--- config.mk ---
export PLATFORM = sky130hd
export DESIGN_NAME = shift_add_mult_ctrl
export DESIGN_NICKNAME = d
export VERILOG_FILES = /design/src/rtl/shift_add_mult_ctrl.sv
export SDC_FILE = /design/constraint.sdc
export NUM_CORES = 1
export LEC_CHECK = 0
export BUFFER_PORTS_ARGS = -buffer_cell sky130_fd_sc_hd__buf_2
export CORE_UTILIZATION = 52
export DETAILED_ROUTE_END_ITERATION = 16
export GPL_TIMING_DRIVEN = 0
export PLACE_DENSITY = 0.76
export SLEW_MARGIN = 20
export SYNTH_ARGS = -nofsm -noshare
export SYNTH_HDL_FRONTEND = slang
export SYNTH_SLANG_ARGS = --single-unit
--- constraint.sdc ---
create_clock -name clk -period 2.4 [get_ports clk]
set_input_delay 0.24 -clock clk [delete_from_list [all_inputs] [get_ports clk]]
set_output_delay 0.24 -clock clk [all_outputs]
set_load 0.005 [all_outputs]
--- src/rtl/shift_add_mult_ctrl.sv ---
// Sequential 4x4 unsigned shift-and-add multiplier controller.
// One 4-bit ripple-carry adder is time-shared over four add/shift iterations.

module ripple_add4 #(
  parameter int WIDTH = 4
) (
  input  logic [WIDTH-1:0] a,
  input  logic [WIDTH-1:0] b,
  output logic [WIDTH-1:0] sum,
  output logic             carry
);

  logic [WIDTH:0] cy_s;

  assign cy_s[0] = 1'b0;

  for (genvar i = 0; i < WIDTH; i++) begin : g_fa
    assign sum[i]    = a[i] ^ b[i] ^ cy_s[i];
    assign cy_s[i+1] = (a[i] & b[i]) | (cy_s[i] & (a[i] ^ b[i]));
  end

  assign carry = cy_s[WIDTH];

endmodule

module shift_add_mult_ctrl #(
  parameter int WIDTH = 4
) (
  input  logic               clk,
  input  logic               rst,
  input  logic               start,
  input  logic [WIDTH-1:0]   a,
  input  logic [WIDTH-1:0]   b,
  output logic               busy,
  output logic               done,
  output logic [2*WIDTH-1:0] product
);

  typedef enum logic [1:0] {
    S_IDLE = 2'd0,
    S_ADD  = 2'd1,
    S_DONE = 2'd2
  } state_t;

  localparam logic [1:0] CNT_LAST = 2'd3;

  state_t               state_q, state_d;
  logic [WIDTH-1:0]     m_q, m_d;
  logic [WIDTH-1:0]     acc_q, acc_d;
  logic [WIDTH-1:0]     q_q, q_d;
  logic                 c_q, c_d;
  logic [1:0]           cnt_q, cnt_d;
  logic [2*WIDTH-1:0]   product_q, product_d;

  logic [WIDTH-1:0]     add_b_s;
  logic [WIDTH-1:0]     sum_s;
  logic                 carry_s;
  logic                 msb_s;

  assign add_b_s = q_q[0] ? m_q : {WIDTH{1'b0}};

  ripple_add4 #(.WIDTH(WIDTH)) u_add (
    .a     (acc_q),
    .b     (add_b_s),
    .sum   (sum_s),
    .carry (carry_s)
  );

  // C is cleared on load and after every shift, so only the adder carry reaches the MSB.
  assign msb_s = carry_s | c_q;

  // Next-state, operand capture and add/shift datapath.
  always_comb begin
    state_d   = state_q;
    m_d       = m_q;
    acc_d     = acc_q;
    q_d       = q_q;
    c_d       = c_q;
    cnt_d     = cnt_q;
    product_d = product_q;
    case (state_q)
      S_IDLE, S_DONE: begin
        if (start) begin
          m_d     = a;
          q_d     = b;
          acc_d   = {WIDTH{1'b0}};
          c_d     = 1'b0;
          cnt_d   = 2'd0;
          state_d = S_ADD;
        end else begin
          state_d = S_IDLE;
        end
      end
      S_ADD: begin
        acc_d = {msb_s, sum_s[WIDTH-1:1]};
        q_d   = {sum_s[0], q_q[WIDTH-1:1]};
        c_d   = 1'b0;
        cnt_d = cnt_q + 2'd1;
        if (cnt_q == CNT_LAST) begin
          product_d = {msb_s, sum_s[WIDTH-1:1], sum_s[0], q_q[WIDTH-1:1]};
          state_d   = S_DONE;
        end else begin
          state_d   = S_ADD;
        end
      end
      default: begin
        state_d = S_IDLE;
      end
    endcase
  end

  // State and datapath registers.
  always_ff @(posedge clk or posedge rst) begin
    if (rst) begin
      state_q   <= S_IDLE;
      m_q       <= {WIDTH{1'b0}};
      acc_q     <= {WIDTH{1'b0}};
      q_q       <= {WIDTH{1'b0}};
      c_q       <= 1'b0;
      cnt_q     <= 2'd0;
      product_q <= {(2*WIDTH){1'b0}};
    end else begin
      state_q   <= state_d;
      m_q       <= m_d;
      acc_q     <= acc_d;
      q_q       <= q_d;
      c_q       <= c_d;
      cnt_q     <= cnt_d;
      product_q <= product_d;
    end
  end

  assign busy    = (state_q == S_ADD);
  assign done    = (state_q == S_DONE);
  assign product = product_q;

endmodule

==> flow_metrics.py <==
metrics = {
    "run_status": {
        "status": "complete, no violations",
    },
    "cells_and_area": {
        "diodes": 0,
        "nets": 131,
        "design_area_mm2": 0.00123,
        "drive_gt1_share_pct": 31.0,
        "fill_cells": 168,
        "instances_no_fill": 140,
        "area_growth_syn_to_layout_pct": 15.3,
    },
    "sta": {
        "rsz0062_at_grt": "no",
        "worst_pin_slew_ns": 0.873,
        "fin_crit_ns": 2.23,
        "fin_tns_setup_ns": 0,
        "setup_violations": 0,
        "hold_viol": 0,
        "fmax_ghz": 0.449,
        "period_share_pct": 92.9,
        "slew_viol_final": 0,
        "slew_headroom_pct": 41.8,
        "skew_ns": 0.000835,
        "fin_hold_ws_ns": 0.0967,
    },
    "drt": {
        "antenna_left": 0,
        "drc": 0,
        "initialDrtViolationCount": 8,
        "drt-pass1-iter-count": 4,
        "wl_per_cell_um": 12.5,
        "vias": 712,
        "wirelength_um": 1750,
        "viasPerCell": 5.09,
    },
    "setup_path": {
        "worstSetupStartpointType": "flip-flop",
        "worst-setup-path-type": "flip-flop to flip-flop",
        "critical_path_arrival_ns": 2.48,
        "cp_max_fo": 3,
        "cp_data_required_time_ns": 2.65,
        "worstSetupEndpointType": "flip-flop",
    },
    "clock_tree": {
        "htree_levels": 1,
        "cts_tree": "done",
        "clock_latency_ns": 0.30,
        "cts_hold_buf": 0,
        "clk_pin_slew_ns": 0.12,
        "cts_resized": 0,
        "clock-sinks": 24,
        "post_cts_buffers": 0,
        "clock_path_buffers": 2,
        "cts_buffers": 3,
        "cts_root_buf": "clkbuf_4",
    },
    "pwr": {
        "p_leak_nw": 0.601,
        "power-per-cell-area_mw_per_mm2": 1280,
        "ir_worst_vdd_mv": 0.679,
        "power_mw": 1.58,
    },
    "floorplan": {
        "num_io_pins": 21,
        "fp.dieW_um": 47.3,
        "rows": 16,
        "die-height_um": 47.3,
        "coreArea_mm2": 0.00194,
        "start_util_pct": 55.0,
        "fp.dieArea_mm2": 0.00224,
    },
    "placement": {
        "dp_cells": 136,
        "gp_congestion": 0.707,
        "dpl_cell_area_mm2": 0.00120,
        "portBuffers": 20,
        "dp_hpwl_um": 1310,
    },
    "global_routing": {
        "grt_max_degree": 25,
        "gr-total-overflow": 0,
        "antenna_found_initial": 0,
        "grt_pass1_wl_um": 2810,
        "grt_pass1_vias": 636,
        "gr-usage-all-layers_pct": 18.7,
    },
    "synthesis": {
        "syn_area_mm2": 0.00107,
        "yosys_warnings": 0,
        "synth_top_area_cell": "dfrtp_1",
        "netlist_instances": 89,
        "syn_nets": 105,
        "ys_seq_area_share_pct": 56.2,
        "ys_types": 25,
        "synthTopCellsByArea": "dfrtp_1 (56%), mux2_2 (7.4%), fa_1 (5.6%), inv_1 (3.5%), o21ai_0 (3.3%)",
        "syn_area_per_cell_um2": 12.0,
        "synth_top_area_share_pct": 56.2,
        "synth.ff_latch_count": 24,
    },
    "worst_hold_path": {
        "hold_class": "primary input to async pin",
    },
    "job": {
        "maxCapViolCount": 0,
    },
}
==> per-stage QoR <==
stage          setup WS, ns  util, %
6_report              0.170     63.5
2_1_floorplan         0.297        -
3_5_place_dp          0.152     61.9
4_1_cts               0.127     63.1
5_1_grt              0.0447     63.5
3_3_place_gp          0.205     61.9
==> critical path: stages (launching register included) <==
cell and delay [ns]:
dfrtp_1 0.39, and2_1 0.13, ha_1 0.13, inv_1 0.05, fa_1 0.38, fa_1 0.41, fa_1 0.40, mux2i_1 0.15
a22o_1 0.15
==> state kept, by name, indices dropped and copies added (netlist names) <==
name     flops
acc_q        4
cnt_q        2
m_q          4
product      8
state_q      2
q_q          4
==> power breakdown <==
part	internal (mW)	switching (mW)	total [mW]
registers	0.597	0.122	0.718
logic	0.364	0.332	0.696
clock network	0.0586	0.110	0.168
total	1.02	0.563	1.58
==> placed cells by master (no fill, tap or decap), drive strengths merged <==
cell / count
nand3b: 1
mux2: 7
nand2: 8
o21ai: 7
nand3: 1
buf: 24
a22o: 2
a21oi: 3
nand2b: 2
nor2b: 1
a221o: 1
ha: 2
fa: 3
clkbuf: 4
inv: 10
and2b: 1
dfrtp: 24
mux2i: 2
and2: 2
o2bb2ai: 3
a211oi: 1
nor2: 2
o22ai: 2
==> kinds of logic (layout without fill, tap and decap cells) <==
family | after synthesis | count (layout) | share of synthesized area, %
DFF | 24 | 24 | 56.2
AOI/OAI and AO/OA | 19 | 19 | 11.6
and+or+nand+nor | 18 | 18 | 8.55
buffers and inverters | 14 | 38 | 6.44
muxes | 9 | 9 | 9.25
adders and majority gates | 5 | 5 | 7.96
==> synth_stat cells (all sizes together) <==
cell type / count
dfrtp: 24
inv: 10
nand2: 8
mux2: 7
o21ai: 7
a21oi: 3
buf: 3
fa: 3
o2bb2ai: 3
a22o: 2
and2: 2
ha: 2
mux2i: 2
nand2b: 2
nor2: 2
o22ai: 2
a211oi: 1
a221o: 1
and2b: 1
clkbuf: 1
nand3: 1
nand3b: 1
nor2b: 1
==> final cells by class <==
class	count	area, µm²	share of cell area, %
clock buffer	3	22.5	1.83
timing repair buffer	21	108	8.73
multi-input combinational	51	399	32.4
sequential	24	601	48.7
buffer	4	31.3	2.54
inverter	10	37.5	3.05
tap	27	33.8	2.74
==> routing by layer <==
metal  up-vias  wire length (µm)  track usage [%]  share of wire, %
li1        348                 -                -                 -
met2        19               846             30.1                48
met1       343               808             24.4                46
met5         -                 0                0                 0
met4         0                13             6.86              0.74
met3         2                76             4.62               4.4
==> final timing paths <==
| check | start | to | slack, ns | cells past startpoint |
|---|---|---|---|---|
| setup / recovery | q_q[0] | acc_q[3] | 0.17 | 8 |
| hold / removal | rst | product[6] | 0.1 | 2 |
| setup reg to reg | q_q[0] | acc_q[3] | 0.17 | 8 |
| hold reg to reg | product[4] | product[4] | 0.48 | 2 |
| max in group asynchronous | rst | m_q[1] | 1.77 | 2 |
| min in group clk | a[3] | m_q[3] | 0.16 | 2 |
No activity file was read; power rests on OpenSTA's default activity.
